$ cat src/rtl/multicycle_pkg.sv
// Shared encodings for the multicycle MIPS control unit: state codes,
// opcode/funct constants and the datapath select values.
package multicycle_pkg;

  typedef enum logic [3:0] {
    S_IF       = 4'd0,
    S_ID       = 4'd1,
    S_EX_R     = 4'd2,
    S_EX_I     = 4'd3,
    S_MEM_ADDR = 4'd4,
    S_MEM_RD   = 4'd5,
    S_MEM_WR   = 4'd6,
    S_WB_MEM   = 4'd7,
    S_WB_ALU   = 4'd8,
    S_BR       = 4'd9,
    S_JMP      = 4'd10
  } state_t;

  localparam logic [5:0] OP_RTYPE = 6'h00;
  localparam logic [5:0] OP_J     = 6'h02;
  localparam logic [5:0] OP_JAL   = 6'h03;
  localparam logic [5:0] OP_BEQ   = 6'h04;
  localparam logic [5:0] OP_ADDI  = 6'h08;
  localparam logic [5:0] OP_ADDIU = 6'h09;
  localparam logic [5:0] OP_SLTI  = 6'h0A;
  localparam logic [5:0] OP_SLTIU = 6'h0B;
  localparam logic [5:0] OP_ANDI  = 6'h0C;
  localparam logic [5:0] OP_LUI   = 6'h0F;
  localparam logic [5:0] OP_LW    = 6'h23;
  localparam logic [5:0] OP_SW    = 6'h2B;

  localparam logic [5:0] FN_SLL  = 6'h00;
  localparam logic [5:0] FN_SRL  = 6'h02;
  localparam logic [5:0] FN_SRA  = 6'h03;
  localparam logic [5:0] FN_JR   = 6'h08;
  localparam logic [5:0] FN_JALR = 6'h09;
  localparam logic [5:0] FN_ALU_LO = 6'h20;
  localparam logic [5:0] FN_ALU_HI = 6'h27;
  localparam logic [5:0] FN_SLT  = 6'h2A;
  localparam logic [5:0] FN_SLTU = 6'h2B;

  localparam logic [1:0] MTR_ALU = 2'd0;
  localparam logic [1:0] MTR_MEM = 2'd1;
  localparam logic [1:0] MTR_PC  = 2'd2;

  localparam logic [1:0] DST_RD = 2'd0;
  localparam logic [1:0] DST_RT = 2'd1;
  localparam logic [1:0] DST_RA = 2'd2;

  localparam logic [1:0] SRCA_PC    = 2'd0;
  localparam logic [1:0] SRCA_RS    = 2'd1;
  localparam logic [1:0] SRCA_SHAMT = 2'd2;

  localparam logic [1:0] SRCB_RT      = 2'd0;
  localparam logic [1:0] SRCB_FOUR    = 2'd1;
  localparam logic [1:0] SRCB_IMM     = 2'd2;
  localparam logic [1:0] SRCB_IMM_SL2 = 2'd3;

  localparam logic [1:0] ALUOP_ADD    = 2'd0;
  localparam logic [1:0] ALUOP_SUB    = 2'd1;
  localparam logic [1:0] ALUOP_DECODE = 2'd2;

  localparam logic [1:0] PCSRC_ALU    = 2'd0;
  localparam logic [1:0] PCSRC_ALUOUT = 2'd1;
  localparam logic [1:0] PCSRC_JUMP   = 2'd2;
  localparam logic [1:0] PCSRC_RS     = 2'd3;

  function automatic logic is_rtype_alu(input logic [5:0] funct);
    return (funct == FN_SLL) || (funct == FN_SRL) || (funct == FN_SRA) ||
           ((funct >= FN_ALU_LO) && (funct <= FN_ALU_HI)) ||
           (funct == FN_SLT) || (funct == FN_SLTU);
  endfunction

endpackage

$ cat src/rtl/multicycle_decode.sv
// Combinational next-state and control-signal decode for the multicycle
// control unit; enables are forced low while reset is asserted.
module multicycle_decode
  import multicycle_pkg::*;
(
  input  logic       reset,
  input  state_t     state,
  input  logic [5:0] OpCode,
  input  logic [5:0] Funct,
  input  logic       mem_ready,
  output state_t     next_state,
  output logic       PCWrite,
  output logic       PCWriteCond,
  output logic       IorD,
  output logic       MemRead,
  output logic       MemWrite,
  output logic       IRWrite,
  output logic       RegWrite,
  output logic       ExtOp,
  output logic       LuOp,
  output logic [1:0] MemtoReg,
  output logic [1:0] RegDst,
  output logic [1:0] ALUSrcA,
  output logic [1:0] ALUSrcB,
  output logic [1:0] ALUOp,
  output logic [1:0] PCSource,
  output logic       InstrDone,
  output logic       IllegalOp
);

  logic pc_write_s;
  logic pc_write_cond_s;
  logic mem_read_s;
  logic mem_write_s;
  logic ir_write_s;
  logic reg_write_s;
  logic instr_done_s;
  logic illegal_op_s;

  // State transition and per-state control decode
  always_comb begin
    next_state      = S_IF;
    pc_write_s      = 1'b0;
    pc_write_cond_s = 1'b0;
    mem_read_s      = 1'b0;
    mem_write_s     = 1'b0;
    ir_write_s      = 1'b0;
    reg_write_s     = 1'b0;
    instr_done_s    = 1'b0;
    illegal_op_s    = 1'b0;
    IorD            = 1'b0;
    ExtOp           = 1'b0;
    LuOp            = 1'b0;
    MemtoReg        = MTR_ALU;
    RegDst          = DST_RD;
    ALUSrcA         = SRCA_PC;
    ALUSrcB         = SRCB_RT;
    ALUOp           = ALUOP_ADD;
    PCSource        = PCSRC_ALU;
    case (state)
      S_IF: begin
        mem_read_s = 1'b1;
        ALUSrcB    = SRCB_FOUR;
        ir_write_s = mem_ready;
        pc_write_s = mem_ready;
        next_state = mem_ready ? S_ID : S_IF;
      end
      S_ID: begin
        ALUSrcB = SRCB_IMM_SL2;
        ExtOp   = 1'b1;
        case (OpCode)
          OP_LW, OP_SW: next_state = S_MEM_ADDR;
          OP_BEQ:       next_state = S_BR;
          OP_J, OP_JAL: next_state = S_JMP;
          OP_ADDI, OP_ADDIU, OP_SLTI, OP_SLTIU, OP_ANDI, OP_LUI:
            next_state = S_EX_I;
          OP_RTYPE: begin
            if ((Funct == FN_JR) || (Funct == FN_JALR)) begin
              next_state = S_JMP;
            end else if (is_rtype_alu(Funct)) begin
              next_state = S_EX_R;
            end else begin
              illegal_op_s = 1'b1;
              next_state   = S_IF;
            end
          end
          default: begin
            illegal_op_s = 1'b1;
            next_state   = S_IF;
          end
        endcase
      end
      S_EX_R: begin
        // Shifts take their A operand from the shamt field
        ALUSrcA    = ((Funct == FN_SLL) || (Funct == FN_SRL) || (Funct == FN_SRA))
                     ? SRCA_SHAMT : SRCA_RS;
        ALUSrcB    = SRCB_RT;
        ALUOp      = ALUOP_DECODE;
        next_state = S_WB_ALU;
      end
      S_EX_I: begin
        ALUSrcA    = SRCA_RS;
        ALUSrcB    = SRCB_IMM;
        ALUOp      = ALUOP_DECODE;
        ExtOp      = (OpCode != OP_ANDI);
        LuOp       = (OpCode == OP_LUI);
        next_state = S_WB_ALU;
      end
      S_WB_ALU: begin
        reg_write_s  = 1'b1;
        MemtoReg     = MTR_ALU;
        RegDst       = (OpCode == OP_RTYPE) ? DST_RD : DST_RT;
        instr_done_s = 1'b1;
        next_state   = S_IF;
      end
      S_MEM_ADDR: begin
        ALUSrcA    = SRCA_RS;
        ALUSrcB    = SRCB_IMM;
        ExtOp      = 1'b1;
        ALUOp      = ALUOP_ADD;
        next_state = (OpCode == OP_LW) ? S_MEM_RD : S_MEM_WR;
      end
      S_MEM_RD: begin
        mem_read_s = 1'b1;
        IorD       = 1'b1;
        next_state = mem_ready ? S_WB_MEM : S_MEM_RD;
      end
      S_MEM_WR: begin
        mem_write_s  = 1'b1;
        IorD         = 1'b1;
        instr_done_s = mem_ready;
        next_state   = mem_ready ? S_IF : S_MEM_WR;
      end
      S_WB_MEM: begin
        reg_write_s  = 1'b1;
        MemtoReg     = MTR_MEM;
        RegDst       = DST_RT;
        instr_done_s = 1'b1;
        next_state   = S_IF;
      end
      S_BR: begin
        ALUSrcA         = SRCA_RS;
        ALUSrcB         = SRCB_RT;
        ALUOp           = ALUOP_SUB;
        pc_write_cond_s = 1'b1;
        PCSource        = PCSRC_ALUOUT;
        instr_done_s    = 1'b1;
        next_state      = S_IF;
      end
      S_JMP: begin
        pc_write_s   = 1'b1;
        instr_done_s = 1'b1;
        PCSource     = (OpCode == OP_RTYPE) ? PCSRC_RS : PCSRC_JUMP;
        if (OpCode == OP_JAL) begin
          reg_write_s = 1'b1;
          RegDst      = DST_RA;
          MemtoReg    = MTR_PC;
        end else if ((OpCode == OP_RTYPE) && (Funct == FN_JALR)) begin
          reg_write_s = 1'b1;
          RegDst      = DST_RD;
          MemtoReg    = MTR_PC;
        end else begin
          reg_write_s = 1'b0;
        end
        next_state = S_IF;
      end
      default: next_state = S_IF;
    endcase
  end

  assign PCWrite     = pc_write_s & reset;
  assign PCWriteCond = pc_write_cond_s & reset;
  assign MemRead     = mem_read_s & reset;
  assign MemWrite    = mem_write_s & reset;
  assign IRWrite     = ir_write_s & reset;
  assign RegWrite    = reg_write_s & reset;
  assign InstrDone   = instr_done_s & reset;
  assign IllegalOp   = illegal_op_s & reset;

endmodule

$ cat src/rtl/multicycle_control.sv
// Multicycle MIPS control unit top: holds the state register and the
// retired-instruction counter; all decode lives in multicycle_decode.
module multicycle_control
  import multicycle_pkg::*;
(
  input  logic        clk,
  input  logic        reset,
  input  logic [5:0]  OpCode,
  input  logic [5:0]  Funct,
  input  logic        mem_ready,
  output logic        PCWrite,
  output logic        PCWriteCond,
  output logic        IorD,
  output logic        MemRead,
  output logic        MemWrite,
  output logic        IRWrite,
  output logic        RegWrite,
  output logic        ExtOp,
  output logic        LuOp,
  output logic [1:0]  MemtoReg,
  output logic [1:0]  RegDst,
  output logic [1:0]  ALUSrcA,
  output logic [1:0]  ALUSrcB,
  output logic [1:0]  ALUOp,
  output logic [1:0]  PCSource,
  output logic [3:0]  State,
  output logic        InstrDone,
  output logic        IllegalOp,
  output logic [31:0] InstrCount
);

  state_t      state_r;
  state_t      next_state_s;
  logic [31:0] count_r;

  multicycle_decode u_decode (
    .reset       (reset),
    .state       (state_r),
    .OpCode      (OpCode),
    .Funct       (Funct),
    .mem_ready   (mem_ready),
    .next_state  (next_state_s),
    .PCWrite     (PCWrite),
    .PCWriteCond (PCWriteCond),
    .IorD        (IorD),
    .MemRead     (MemRead),
    .MemWrite    (MemWrite),
    .IRWrite     (IRWrite),
    .RegWrite    (RegWrite),
    .ExtOp       (ExtOp),
    .LuOp        (LuOp),
    .MemtoReg    (MemtoReg),
    .RegDst      (RegDst),
    .ALUSrcA     (ALUSrcA),
    .ALUSrcB     (ALUSrcB),
    .ALUOp       (ALUOp),
    .PCSource    (PCSource),
    .InstrDone   (InstrDone),
    .IllegalOp   (IllegalOp)
  );

  // State register
  always_ff @(posedge clk or negedge reset) begin
    if (!reset) begin
      state_r <= S_IF;
    end else begin
      state_r <= next_state_s;
    end
  end

  // Retired-instruction counter, wraps naturally at 32 bits
  always_ff @(posedge clk or negedge reset) begin
    if (!reset) begin
      count_r <= 32'd0;
    end else if (InstrDone) begin
      count_r <= count_r + 32'd1;
    end else begin
      count_r <= count_r;
    end
  end

  assign State      = state_r;
  assign InstrCount = count_r;

endmodule

$ cat config.mk
export PLATFORM = sky130hd
export DESIGN_NAME = multicycle_control
export DESIGN_NICKNAME = d
export VERILOG_FILES = /design/src/rtl/multicycle_pkg.sv /design/src/rtl/multicycle_decode.sv /design/src/rtl/multicycle_control.sv
export SDC_FILE = /design/constraint.sdc
export NUM_CORES = 1
export LEC_CHECK = 0
export ABC_AREA = 0
export BUFFER_PORTS_ARGS = -buffer_cell sky130_fd_sc_hd__buf_2
export CAP_MARGIN = 20
export CORE_ASPECT_RATIO = 0.9
export CORE_UTILIZATION = 40
export CTS_CLUSTER_SIZE = 10
export DETAILED_ROUTE_END_ITERATION = 12
export PLACE_DENSITY_LB_ADDON = 0.12
export RECOVER_POWER = 50
export SLEW_MARGIN = 20
export SYNTH_ARGS = -nofsm -noshare
export SYNTH_HDL_FRONTEND = slang
export SYNTH_SLANG_ARGS = --single-unit
$ cat constraint.sdc
create_clock -name clk -period 3.7 [get_ports clk]
set_clock_uncertainty 0.05 [all_clocks]
set_input_delay 0.185 -clock clk [delete_from_list [all_inputs] [get_ports clk]]
set_output_delay 0.185 -clock clk [all_outputs]
set_load 0.02 [all_outputs]
==> reports/results.txt <==
Outcome - finished, final reports clean
Crit path DAT - 2.41 ns
Most frequent cells in the layout - buf_2 (40), dfrtp_1 (36), clkbuf_1 (33), nor2_1 (30), nand2_1 (29)
Routed Antenna Nets - 0
Row count - 25
Clock transition at path regs - 0.07 ns
Period utilization - 71.43%
Die Area - 0.005884 sq mm
Non-filler instance count after layout - 398
Max-cap violations - 0
GRT Resource Usage Total - 19.55%
Switching portion of total power - 42.25%
Internal power - 771.9 uW
Final Hold Slack - 0.2754 ns
Power Total - 1.337 mW
Worst vdd rail ir drop - 0.2741 mV
Syn_nets - 270
DR vias/cell - 5.319
Die height - 72.87 microns
Worst setup margin - 1.057 ns
DRC - 0
DRT iter0 DRCs - 154
Final Hold Fails - 0
Cell Area, Synth - 0.002232 sq mm
Clock Sinks - 36
Initial antenna violation count - 0
DP Worst Slack - 1.636 ns
Leakage power - 1.320 nW
Post-CTS setup buffer count - 0
Syn_area_per_cell - 8.788 sq um
Routability Congestion - 0.8444
Combinational Power Share - 39.7%
Detailed-route via count - 2117
Setup TNS - 0 ns
Max Fclk - 0.3784 GHz
CP Max Fanout - 31
Fill cells - 552
Slew HR - 42.92%
Ys Warns - 0
Die W - 80.74 microns
CTS Buf Count - 5
Slowest stage cell, crit path - clkbuf_1
Crit path capture type - output port
Final net count - 346
Top Ports - 74
Largest stage delay on the critical path - 0.64 ns
Dpl cell area - 0.002666 sq mm
Starting Density - 41.98%
P&R area growth vs syn - 22.20%
DPL Wire Length - 4180 microns
Synth unique cells - 45
Clock power share - 21.3%
Net Switching - 564.7 uW
Clock latency on the worst-skew pair - 0.28 ns
Seq cells post-synth - 36
CP Launch Type - primary input
Worst-case clock buffer depth - 2
Synth async-reset ratio - 100.0%
Vias in the first global route - 1799
IO buf count - 73
Root Buffer - clkbuf_8
Post-route minimum period - 2.643 ns
Antenna diodes - 0
Reg-to-reg setup timing slack - 1.63 ns
Core area - 0.005318 sq mm
Util after Layout - 51.29%
Post-synth EDFFs - 0
Worst Hold Path Cells - 4
RSZ-0062 raised after global routing - no
Actual slew at the worst max-slew pin - 0.8562 ns
Final Setup Violations - 0
Final wirelength - 5561 microns
First-pass GRT wire length - 8769 microns
CTS tree - done
Final Instance Area - 0.002728 sq mm
Reg power frac - 39.0%
Crit Path Category - primary input to output port
Layout cells sized above 1 - 18.73%
Pwr per Cell Area - 490.0 mW/mm^2
Sequential fraction of the synthesis area - 40.36%
Main synth FF type - dfrtp_1
Post-cts repair resize count - 0
Area of the multi-input gates - 0.001259 sq mm
Commonest non-fill, non-tap cell in the layout - buf_2
Initial DRT Pass Iterations - 4
Worst EP required - 3.46 ns
CTS HTree Levels - 2
Crit-path cells - dlygate4sd3_1 -> clkbuf_1 -> buf_4 -> nand2_1 -> nor4_1 -> buf_2
Post-Syn Instances - 254
HP Class - primary input to register
Largest net degree at the start of global routing - 32
Drt wl/cell - 13.97 microns
Final Max Tran Viols - 0
Worst reg2reg path depth - 6
Number of instances in the placed design - 389
Register area - 900.9 sq um
GRT overflow - 0
-- cell usage after synthesis (2+ instances only) --
library cell / count / area [sq um]
dfrtp_1: 36 / 900.9
and3_1: 8 / 50.05
nand2b_1: 8 / 50.05
xnor2_1: 22 / 192.7
a22oi_1: 3 / 22.52
inv_1: 11 / 41.29
nand3_1: 12 / 60.06
nor3_1: 5 / 25.02
a211o_1: 2 / 17.52
and2_1: 2 / 12.51
nand2_1: 29 / 108.9
nor2_1: 30 / 112.6
a21oi_1: 7 / 35.03
nor2b_1: 5 / 31.28
a31oi_1: 3 / 18.77
or2_2: 3 / 18.77
nand4_1: 12 / 75.07
clkbuf_1: 6 / 22.52
or3_1: 3 / 18.77
xor2_1: 10 / 87.58
nor4_1: 4 / 25.02
o21ai_0: 10 / 50.05
-- power by group through the flow --
stage / sequential (mW) / combinational (mW) / clock [mW]
after floorplan: 0.515 / 0.368 / 0
after global placement: 0.525 / 0.534 / 0
after detailed placement: 0.526 / 0.536 / 0
after CTS: 0.518 / 0.539 / 0.292
after global routing: 0.534 / 0.576 / 0.317
final: 0.521 / 0.530 / 0.285
-- logic make-up (layout without fill, tap and decap cells) --
| family | Yosys count | after routing | share of synthesized area, % |
|---|---|---|---|
| buf+inv | 18 | 95 | 3.251 |
| xor+xnor | 32 | 32 | 12.56 |
| simple gates | 131 | 131 | 31.67 |
| fa+ha+maj | 1 | 1 | 0.5604 |
| flops | 36 | 36 | 40.36 |
| compound gates | 36 | 36 | 11.60 |
-- registers in the layout, summed over array words and instances, names as in the netlist --
name and cells:
InstrCount 32, State 4
-- timing repair --
action	CTS	global route
hold buffers	1	0
endpoints found under the setup margin	0	0
endpoints found under the hold margin	12	0
-- cell type report --
class                      count  share of cell area [%]
timing repair buffer          75                   12.52
inverter                      12                   1.835
multi-input combinational    200                   46.15
tap                           67                   3.073
clock buffer                   6                   3.028
sequential                    36                   33.03
clock inverter                 2                  0.3670
-- layer usage --
| metal | GRT usage [%] | vias up | share of wire (%) |
|---|---|---|---|
| met3 | 4.750 | 5 | 6.0 |
| met2 | 27.40 | 52 | 43 |
| met5 | 0 | - | 0 |
| met4 | 4.762 | 0 | 0.81 |
| li1 | - | 1046 | - |
| met1 | 29.87 | 1014 | 50 |
-- worst max-delay path, delay by kind of cell --
| kind | cells | cell delay (ns) |
|---|---|---|
| buffers and inverters | 4 | 1.89 |
| AND/OR/NAND/NOR | 2 | 0.32 |
-- worst paths after layout --
check | from | end
hold / removal | mem_ready | State[2]
min in group asynchronous | reset | InstrCount[5]
setup / recovery | reset | IRWrite
hold reg to reg | InstrCount[31] | InstrCount[31]
setup reg to reg | State[1] | InstrCount[26]
max in group asynchronous | reset | InstrCount[19]
Note: power is estimated with default switching activity, not from simulation.
